--- src/rtl/prefix_pkg.sv ---
// Shared types and elaboration-time helpers for the pipelined Sklansky adder.
// The cell map decides, per (level, bit), whether a prefix cell exists and its kind.
package prefix_pkg;

  typedef enum logic [1:0] {
    OP_ADD = 2'd0,
    OP_ADC = 2'd1,
    OP_SUB = 2'd2,
    OP_SBB = 2'd3
  } op_t;

  typedef enum logic [1:0] {
    CELL_NONE,
    CELL_GREY,
    CELL_BLACK
  } cell_e;

  function automatic int levels_f(input int width);
    return $clog2(width);
  endfunction

  function automatic int lat_f(input int width, input int pipe_every);
    return (levels_f(width) + pipe_every - 1) / pipe_every + 1;
  endfunction

  // A group whose span reaches bit 0 already holds the carry-in, so only G matters.
  function automatic cell_e cell_kind(input int level, input int bit_idx);
    int span_lo;
    if (((bit_idx >> level) & 1) == 0) return CELL_NONE;
    span_lo = bit_idx & ~((2 << level) - 1);
    return (span_lo == 0) ? CELL_GREY : CELL_BLACK;
  endfunction

  function automatic int partner(input int level, input int bit_idx);
    return (bit_idx & ~((2 << level) - 1)) + (1 << level) - 1;
  endfunction

endpackage

--- src/rtl/prefix_cell.sv ---
// One prefix operator node: merges a high group (gh/ph) with the adjacent low group.
// Grey cells drop the group-propagate because nothing downstream consumes it.
module prefix_cell #(
  parameter bit BLACK = 1'b1
) (
  input  logic gh,
  input  logic ph,
  input  logic gl,
  input  logic pl,
  output logic g,
  output logic p
);

  assign g = gh | (ph & gl);

  if (BLACK) begin : g_black
    assign p = ph & pl;
  end else begin : g_grey
    logic unused_pl;
    assign unused_pl = pl;
    assign p         = 1'b0;
  end

endmodule

--- src/rtl/prefix_adder_pipe.sv ---
// Pipelined Sklansky adder/subtractor with carry/borrow-in, status flags and valid/ready.
// A single global stall freezes every stage, so beats keep their relative positions.
module prefix_adder_pipe
  import prefix_pkg::*;
#(
  parameter int WIDTH      = 16,
  parameter int PIPE_EVERY = 2
) (
  input  logic             clk,
  input  logic             rst,
  input  logic             in_valid,
  output logic             in_ready,
  input  logic [WIDTH-1:0] a,
  input  logic [WIDTH-1:0] b,
  input  logic             cin,
  input  logic [1:0]       op,
  output logic             out_valid,
  input  logic             out_ready,
  output logic [WIDTH-1:0] sum,
  output logic             cout,
  output logic             ovf,
  output logic             zero
);

  localparam int LEVELS = levels_f(WIDTH);
  localparam int NSTAGE = lat_f(WIDTH, PIPE_EVERY) - 1;

  logic             stall;
  logic [WIDTH-1:0] b_eff_d;
  logic             c0_d;

  logic [WIDTH-1:0] x_q  [NSTAGE];
  logic [WIDTH-1:0] g_q  [NSTAGE];
  logic [WIDTH-1:0] p_q  [NSTAGE];
  logic             c0_q [NSTAGE];
  logic             v_q  [NSTAGE];

  logic [WIDTH-1:0] lin_g  [LEVELS];
  logic [WIDTH-1:0] lin_p  [LEVELS];
  logic [WIDTH-1:0] lout_g [LEVELS];
  logic [WIDTH-1:0] lout_p [LEVELS];

  logic [WIDTH-1:0] carry_d;
  logic [WIDTH-1:0] sum_d, sum_q;
  logic             cout_d, ovf_d, zero_d;
  logic             cout_q, ovf_q, zero_q, out_valid_q;
  logic             unused_p;

  assign stall    = out_valid_q & ~out_ready;
  assign in_ready = ~stall;

  // NOTE: every always_comb output gets a default first so no path can infer a latch.
  always_comb begin
    b_eff_d = b;
    c0_d    = 1'b0;
    case (op_t'(op))
      OP_ADC:  c0_d = cin;
      OP_SUB:  begin b_eff_d = ~b; c0_d = 1'b1; end
      OP_SBB:  begin b_eff_d = ~b; c0_d = ~cin; end
      default: ;
    endcase
  end

  for (genvar k = 0; k < LEVELS; k++) begin : g_lvl
    if (k % PIPE_EVERY != 0) begin : g_chain
      assign lin_g[k] = lout_g[k-1];
      assign lin_p[k] = lout_p[k-1];
    end else if (k == 0) begin : g_first
      // Carry-in is folded into bit 0, making every group reaching bit 0 a G_{i:-1}.
      assign lin_g[0] = {g_q[0][WIDTH-1:1], g_q[0][0] | (p_q[0][0] & c0_q[0])};
      assign lin_p[0] = p_q[0];
    end else begin : g_reg
      assign lin_g[k] = g_q[k/PIPE_EVERY];
      assign lin_p[k] = p_q[k/PIPE_EVERY];
    end

    for (genvar i = 0; i < WIDTH; i++) begin : g_bit
      if (cell_kind(k, i) == CELL_NONE) begin : g_pass
        assign lout_g[k][i] = lin_g[k][i];
        assign lout_p[k][i] = lin_p[k][i];
      end else begin : g_cell
        prefix_cell #(.BLACK(cell_kind(k, i) == CELL_BLACK)) u_cell (
          .gh (lin_g[k][i]),
          .ph (lin_p[k][i]),
          .gl (lin_g[k][partner(k, i)]),
          .pl (lin_p[k][partner(k, i)]),
          .g  (lout_g[k][i]),
          .p  (lout_p[k][i])
        );
      end
    end
  end

  always_comb begin
    carry_d = {lout_g[LEVELS-1][WIDTH-2:0], c0_q[NSTAGE-1]};
    sum_d   = x_q[NSTAGE-1] ^ carry_d;
    cout_d  = lout_g[LEVELS-1][WIDTH-1];
    ovf_d   = carry_d[WIDTH-1] ^ cout_d;
    zero_d  = ~|sum_d;
  end

  assign unused_p = ^lout_p[LEVELS-1];

  // NOTE: in-flight data registers are not reset; their valid bits alone qualify them.
  always_ff @(posedge clk) begin
    if (!stall) begin
      if (in_valid) begin
        x_q[0]  <= a ^ b_eff_d;
        g_q[0]  <= a & b_eff_d;
        p_q[0]  <= a | b_eff_d;
        c0_q[0] <= c0_d;
      end
      for (int j = 1; j < NSTAGE; j++) begin
        if (v_q[j-1]) begin
          x_q[j]  <= x_q[j-1];
          g_q[j]  <= lout_g[j*PIPE_EVERY-1];
          p_q[j]  <= lout_p[j*PIPE_EVERY-1];
          c0_q[j] <= c0_q[j-1];
        end
      end
    end
  end

  always_ff @(posedge clk) begin
    if (rst) begin
      for (int j = 0; j < NSTAGE; j++) v_q[j] <= 1'b0;
      out_valid_q <= 1'b0;
      sum_q       <= '0;
      cout_q      <= 1'b0;
      ovf_q       <= 1'b0;
      zero_q      <= 1'b0;
    end else if (!stall) begin
      v_q[0] <= in_valid;
      for (int j = 1; j < NSTAGE; j++) v_q[j] <= v_q[j-1];
      out_valid_q <= v_q[NSTAGE-1];
      if (v_q[NSTAGE-1]) begin
        sum_q  <= sum_d;
        cout_q <= cout_d;
        ovf_q  <= ovf_d;
        zero_q <= zero_d;
      end
    end
  end

  assign out_valid = out_valid_q;
  assign sum       = sum_q;
  assign cout      = cout_q;
  assign ovf       = ovf_q;
  assign zero      = zero_q;

endmodule

--- config.mk ---
export PLATFORM = sky130hd
export DESIGN_NAME = prefix_adder_pipe
export DESIGN_NICKNAME = d
export VERILOG_FILES = /design/src/rtl/prefix_pkg.sv /design/src/rtl/prefix_cell.sv /design/src/rtl/prefix_adder_pipe.sv
export SDC_FILE = /design/constraint.sdc
export NUM_CORES = 1
export LEC_CHECK = 0
export CORE_UTILIZATION = 29
export DETAILED_ROUTE_END_ITERATION = 6
export HOLD_SLACK_MARGIN = 0.12
export PLACE_DENSITY = 0.47
export SKIP_LAST_GASP = 1
export SYNTH_ARGS = -nofsm -noshare
export SYNTH_HDL_FRONTEND = slang
export SYNTH_SLANG_ARGS = --single-unit
export TNS_END_PERCENT = 1
--- constraint.sdc ---
create_clock -name clk -period 4.3 [get_ports clk]
set_input_delay 0.86 -clock clk [delete_from_list [all_inputs] [get_ports clk]]
set_output_delay 0.86 -clock clk [all_outputs]
set_load 0.1 [all_outputs]
==> results of run 1 <==
per-stage QoR:
step / worst slack, ps / hold slack, ps / cells / util / area (um2)
after CTS: 1504 / 420.2 / 675 / 0.3872 / 6421
after floorplan: 870.5 / 400.3 / 366 / - / 4935
after detailed placement: 1284 / 404.5 / 643 / 0.3497 / 5799
final: 1533 / 415.5 / 675 / 0.3872 / 6421
after global placement: 1344 / 414.2 / 643 / 0.3497 / 5799
after global routing: 1494 / 426.8 / 675 / 0.3872 / 6421
registers in the layout (all words and copies together) (netlist names):
| register | flops |
|---|---|
| c0_q | 2 |
| sum | 16 |
| x_q | 32 |
| p_q | 28 |
| v_q | 2 |
| g_q | 32 |
| out_valid | 1 |
| zero | 1 |
| cout | 1 |
| ovf | 1 |
power groups by stage:
stage                     clock network [mW]  logic [mW]  registers, mW
after floorplan                            0       0.139           1.45
after global placement                     0       0.317           1.38
after detailed placement                   0       0.320           1.38
after CTS                               1.51       0.321           1.36
after global routing                    1.56       0.350           1.37
final                                   1.48       0.315           1.36
cell usage after synthesis:
cell	number
a21o_1	15
nor3_1	5
ha_1	32
clkbuf_1	5
o21ba_2	3
a2bb2oi_1	1
nand2_1	17
or2_2	1
o22ai_1	2
a211oi_1	7
a22o_1	2
a21oi_1	19
or4_1	2
a21boi_0	2
nand2b_1	1
buf_6	2
nand4_1	1
or3_1	2
buf_2	1
nand3_1	5
a21oi_2	2
xnor2_1	9
and3_2	1
edfxtp_1	96
xor2_1	17
nor4_2	1
o21ai_0	4
and3_1	6
dfxtp_1	20
and2_1	16
nor2b_1	2
nor2_1	11
a221oi_1	2
nor3b_1	1
inv_1	53
worst max path at each step:
stage,startpoint,end,slack (ps),depth (start not counted)
after floorplan,out_ready,c0_q[0][0],870,2
after global placement,out_ready,zero,1340,6
after detailed placement,out_ready,zero,1280,6
after CTS,ovf,ovf,1500,1
after global routing,zero,zero,1490,1
final,ovf,ovf,1530,1
metal layers:
metal  GRT usage  vias up  part of all wire
met5           0        -                 0
met4     0.05556        0             0.019
met3     0.03295       14             0.038
met2      0.1582       54              0.44
met1      0.1374     1263              0.50
li1            -     1430                 -
layout by cell type, fill, tap and decap left out, types with 15 or more instances in the layout:
cell | netlist | final
edfxtp_1 | 96 | 96
clkdlybuf4s50_1 | 0 | 58
inv_1 | 53 | 53
ha_1 | 32 | 32
dfxtp_1 | 20 | 20
a21oi_1 | 19 | 19
xor2_1 | 17 | 17
nand2_1 | 17 | 17
clkbuf_16 | 0 | 17
a21o_1 | 15 | 15
cells by family after synthesis:
logic type / synth area share
DFF: 0.6653
xor gates and xnor gates: 0.04615
adders and majority gates: 0.08114
AOI/OAI and AO/OA: 0.08088
buffers and inverters: 0.04969
and+or+nand+nor: 0.07683
layout make-up:
class                      instances  area, um2  area share
clock inverter                    12      185.2     0.02884
clock buffer                      20      436.7     0.06800
inverter                          53      198.9     0.03098
timing repair buffer              65      633.1     0.09860
tap                              220      275.3     0.04287
sequential                       116       3283      0.5113
multi-input combinational        189       1409      0.2194
worst register-to-register path, delay by kind of cell, from the launching register on:
kind                      cells  cell delay, ps
AOI/OAI and AO/OA             1             150
xor gates and xnor gates      1             290
DFF                           1             600
and+or+nand+nor               3             910
==> summary.md, run 1 <==
| Metric | Value |
|---|---|
| Average footprint of a synthesized cell | roughly 13 um2 |
| Buf/Inv on CP | 1 |
| Port bufs | just under 60 |
| Die Ht | about 130 um |
| Synth Cell Area | around 0.0049 mm2 |
| Std cell rows | between 40 and 50 |
| Fillers | between 1500 and 2000 |
| First-pass DRT Iterations | 4 |
| Slew @ Worst Pin | slightly above 1000 ps |
| Resized Gates After CTS | 0 |
| PD cells | a little under 500 mW/mm2 |
| CORE AREA | between 0.015 and 0.02 mm2 |
| Root Buffer | clkbuf_16 |
| Hold Buf Count CTS | 0 |
| TritonCTS Buffers | 17 |
| WHS Path Cells | 0 |
| Reg2reg start | g_q[0][19] |
| Routability cong. | 0.7044 |
| CP Launch Type | flip-flop |
| Post-layout minimum cycle time | 2767 ps |
| YS warnings | 0 |
| Diode count | 0 |
| Fin crit share | 0.6435 |
| Vias in the first global route | approximately 2900 |
| CTS tree | done |
| Tot GR Track Use | 0.1058 |
| # setup viols final | 0 |
| Sequential element share of the synthesized area | 0.6653 |
| Routed len/inst | approximately 12 um |
| DRC viols | 0 |
| CP endpoint kind | output port |
| Worst R2R End | zero |
| Io pins | 60 |
| Detail Placement HPWL | 6.135 mm |
| Sw frac | 0.2212 |
| Hold Path Sink | x_q[0][31] |
| CP max stage cell | clkdlybuf4s50_1 |
| Net Sw Power | between 0.6 and 0.7 mW |
| Clk pwr share | 0.469 |
| Fmax | 0.3614 GHz |
| Post-Syn Nets | 437 |
| H-tree depth | 4 |
| R2R setup slack | roughly 2300 ps |
| Share of the synthesized area in the top cell type | 0.5842 |
| Yosys top cell by area | edfxtp_1 |
| Slew HR | 0.3145 |
| Gate power share | 0.100 |
| Fin Clk Skew | between 10 and 15 ps |
| Worst path max stage delay | around 1200 ps |
| Post-CTS Setup Repair Bufs | 0 |
| Status | complete, no violations |
| Synth top area cells | edfxtp_1 (58%), dfxtp_1 (8.1%), ha_1 (8.1%) |
| Drt total wl | around 8.4 mm |
| Int Power | 2.457 mW |
| Max-cap viol count | 0 |
| Vias post-DR | 2761 |
| Worst hold start | x_q[0][15] |
| Crit path DAT | between 1500 and 2000 ps |
| GRT overflow | 0 |
| Cell leakage power | approximately 2.5 nW |
| Detail Route Antenna Nets | 0 |
| Largest net degree at the start of global routing | 26 |
| Layout cells sized above 1 | 0.09670 |
| Max VDD drop | 0.0002811 V |
| Initial core utilization | 0.2976 |
| Total Power | between 3 and 4 mW |
| Via density | 4.090 |
| Post-layout nets | a little over 500 |
| Setup Crit Path Kind | reg2out |
| Skew-Pair Late Insertion Delay | ~400 ps |
| Number of library cell types mapped by synthesis | 35 |
| Post-synthesis register bit count | between 100 and 150 |
| Synth Instances | 366 |
| Slew Limit Fails | 0 |
| Crit Path Max Fanout | 2 |
| 1st-iter DRT viols | about 120 |
| Worst Path Required | ~3400 ps |
| Hold Path Class | reg2reg |
| Setup_tns | 0 ps |
| Unrepaired setup endpoints after global routing | false |
| Area growth syn-to-layout | 30.12% |
| Worst Reg2Reg Path Length in Cells | 5 |
| CTS Sinks | around 120 |
| Die Area | 0.01754 mm2 |
| Initial antenna violation count | 0 |
| CTS Buffer Depth | 2 |
| First-pass GRT wire length | ~14 mm |
| Flop pwr share | 0.431 |
| Top cell family by delay on the critical path | buffers and inverters |
| Die width | between 100 and 150 um |
| Fin. Hold Viols | 0 |
| Clock-pin slew on the worst setup and hold paths | approximately 50 ps |
| Worst-path cell chain | clkdlybuf4s50_1 |
No activity file was read; power rests on OpenSTA's default activity.
==> inputs of run 2 (changes only) <==
--- a/config.mk
+++ b/config.mk
@@ -8,7 +8,7 @@
 export CORE_UTILIZATION = 29
 export DETAILED_ROUTE_END_ITERATION = 6
 export HOLD_SLACK_MARGIN = 0.12
-export PLACE_DENSITY = 0.47
+export PLACE_DENSITY = 0.49
 export SKIP_LAST_GASP = 1
 export SYNTH_ARGS = -nofsm -noshare
 export SYNTH_HDL_FRONTEND = slang
==> constraint.sdc (replaced) <==
create_clock -name clk -period 2.53 [get_ports clk]
set_input_delay 0.506 -clock clk [delete_from_list [all_inputs] [get_ports clk]]
set_output_delay 0.506 -clock clk [all_outputs]
set_load 0.1 [all_outputs]
==> run 2 against run 1 <==
  * Sequential share of layout area increased by 0.72 points
  * Critical path depth increased by 4
  * Final area decreased by 1.3%
  * Die area unchanged
  * Combinational power increased by 72%
  * Clock power increased by 42%
  * Critical path type is now reg2reg
  * Via count increased by 0.25%
==> summary.md, run 2 (same netlist as run 1, synthesis figures left out) <==
| Metric | Value |
|---|---|
| Post-CTS Setup Repair Bufs | 0 (unchanged) |
| Routed len/inst | 12.44 um (was 12.48 um) |
| Top cell family by delay on the critical path | simple AND/OR/NAND/NOR gates (was buffers and inverters) |
| Setup ws final | 457.5 ps (was 1533 ps) |
| Max-cap viol count | 0 (unchanged) |
| PD cells | 781.7 mW/mm2 (was 491.3 mW/mm2) |
| Fin cells | 676 (was 675) |
| Most frequent cells in the layout | edfxtp_1 (96), inv_1 (53), clkdlybuf4s50_1 (38), ha_1 (32), buf_4 (24) (was edfxtp_1 (96), clkdlybuf4s50_1 (58), inv_1 (53), ha_1 (32), dfxtp_1 (20)) |
| Global Route met2 Usage | 0.1652 (was 0.1582) |
| Cell leakage power | 2.517 nW (was 2.506 nW) |
| Post-layout nets | 514 (was 513) |
| DRC viols | 0 (unchanged) |
| Fmax | around 0.48 GHz |
| Initial core utilization | 0.2976 (unchanged) |
| Fillers | 1596 (unchanged) |
| Worst path max stage delay | 600 ps (was 1170 ps) |
| First-pass GRT wire length | 13.79 mm (was 14.14 mm) |
| Hold Path Class | reg2reg (unchanged) |
| Inst Count DP | 644 (was 643) |
| Fin Clk Skew | 13.23 ps (was 12.08 ps) |
| Area growth syn-to-layout | 28.37% (was 30.12%) |
| CP max stage cell | edfxtp_1 (was clkdlybuf4s50_1) |
| Fin. Hold Viols | 0 (unchanged) |
| Slew @ Worst Pin | 501.6 ps (was 1025 ps) |
| 1st-iter DRT viols | 170 (was 124) |
| Worst Reg2Reg Path Length in Cells | 5 (unchanged) |
| # setup viols final | 0 (unchanged) |
| Layout cells sized above 1 | 0.1425 (was 0.09670) |
| CP Launch Type | flip-flop (unchanged) |
| Grt met1 use | 0.1280 (was 0.1374) |
| Most used routing layer | met2 (unchanged) |
| Die Ht | 132.4 um (unchanged) |
| Setup Crit Path Kind | reg2reg (was reg2out) |
| Initial antenna violation count | 0 (unchanged) |
| Tot GR Track Use | 0.1056 (was 0.1058) |
| Skew-Pair Late Insertion Delay | 410 ps (about the same) |
| Vias in the first global route | 2812 (was 2862) |
| Pre-CTS setup slack | 242.5 ps (was 1284 ps) |
| Slew HR | 0.6656 (was 0.3145) |
| Die width | 132.4 um (unchanged) |
| Crit path DAT | 2430 ps (was 1910 ps) |
| Buf/Inv on CP | 0 (was 1) |
| Diode count | 0 (unchanged) |
| Std cell rows | 47 (unchanged) |
| R2R setup slack | 460 ps (was 2300 ps) |
| Detail Route Antenna Nets | 0 (unchanged) |
| Biggest regs | g_q x32, x_q x32, p_q x28 (unchanged) |
| Worst R2R End | zero (unchanged) |
| Die Area | 0.01754 mm2 (unchanged) |
| TritonCTS Buffers | 17 (unchanged) |
| Unrepaired setup endpoints after global routing | false (unchanged) |
| CORE AREA | 0.01658 mm2 (unchanged) |
| H-tree depth | 4 (unchanged) |
| First-pass DRT Iterations | 4 (unchanged) |
| Detail Placement HPWL | 6.110 mm (was 6.135 mm) |
| Fin crit share | 0.8192 |
| CTS Buffer Depth | 2 (unchanged) |
| Crit Path Max Fanout | 10 (was 2) |
| Design area | 0.006335 mm2 (was 0.006421 mm2) |
| Reg2reg start | g_q[0][19] (unchanged) |
| Status | complete, no violations (unchanged) |
| CP endpoint kind | flip-flop (was output port) |
| GRT overflow | 0 (unchanged) |
| Setup crit end | zero (was ovf) |
| Hold WS | 412.0 ps (was 415.5 ps) |
| CTS Sinks | 116 (unchanged) |
| Vias post-DR | 2768 (was 2761) |
| Routability cong. | 0.7133 (was 0.7044) |
| Port bufs | 59 (unchanged) |
| Util after Layout | 0.3820 (was 0.3872) |
| Worst Path Required | 2890 ps (was 3440 ps) |
| Total Power | 4.952 mW (was 3.155 mW) |
| Commonest non-fill, non-tap cell in the layout | edfxtp_1 (unchanged) |
| Clock-pin slew on the worst setup and hold paths | 50 ps (about the same) |
| Io pins | 60 (unchanged) |
| Met3 Track Usage GR | 0.03946 (was 0.03295) |
| Max VDD drop | 0.0005302 V (was 0.0002811 V) |
| Resized Gates After CTS | 0 (unchanged) |
| Worst-path cell chain | xnor2_1, nand4_1, or4_1, nor4_2, a22o_1 (was clkdlybuf4s50_1) |
| Placed Area | 0.005811 mm2 (was 0.005799 mm2) |
| Setup_tns | 0 ps (unchanged) |
| Setup crit start | g_q[0][19] (was ovf) |
| Slew Limit Fails | 0 (unchanged) |
| Largest net degree at the start of global routing | 42 (was 26) |
| Post-layout minimum cycle time | about 2100 ps |
| Root Buffer | clkbuf_16 (unchanged) |
| Via density | 4.095 (was 4.090) |
| CTS tree | done (unchanged) |
| Hold Buf Count CTS | 0 (unchanged) |
| Drt total wl | 8.407 mm (was 8.422 mm) |
| Critical Path Stages | 5 (was 1) |
## run 2: worst min-delay path by stage
stage | startpoint | to | slack, ps | cells past startpoint
floorplan | x_q[0][0] | x_q[0][16] | 400 | 0
global placement | x_q[0][0] | x_q[0][16] | 410 | 0
finish | x_q[0][15] | x_q[0][31] | 410 | 0
detailed placement | x_q[0][6] | x_q[0][22] | 410 | 0
CTS | x_q[0][0] | x_q[0][16] | 420 | 0
global route | x_q[0][0] | x_q[0][16] | 420 | 0
## run 2: cell type report
class                   instances  area, um2  area share
repair buffers                 66      640.6      0.1011
flip-flops and latches        116       3284      0.5185
multi-input cells             189       1411      0.2228
inverters                      53      198.9     0.03140
clock buffers                  18      429.2     0.06775
clock inverters                14      95.09     0.01501
well taps                     220      275.3     0.04345
## run 2: worst register-to-register path, cell delays in order (launching register included)
cell and delay (ps):
edfxtp_1 600, xnor2_1 320, nand4_1 140, or4_1 520
nor4_2 280, a22o_1 160
## run 2: metal layers
layer,routed length (um),vias to the layer above,share of wire
met5,0,-,0
met2,3857,52,0.46
met4,119,0,0.014
met1,4052,1271,0.48
li1,-,1435,-
met3,378,10,0.045
## run 2: power breakdown
part	leakage [nW]	total [mW]	switching, mW	internal (mW)
registers	1.08	2.31	0.0630	2.25
logic	1.19	0.541	0.339	0.202
clock network	0.250	2.10	0.786	1.31
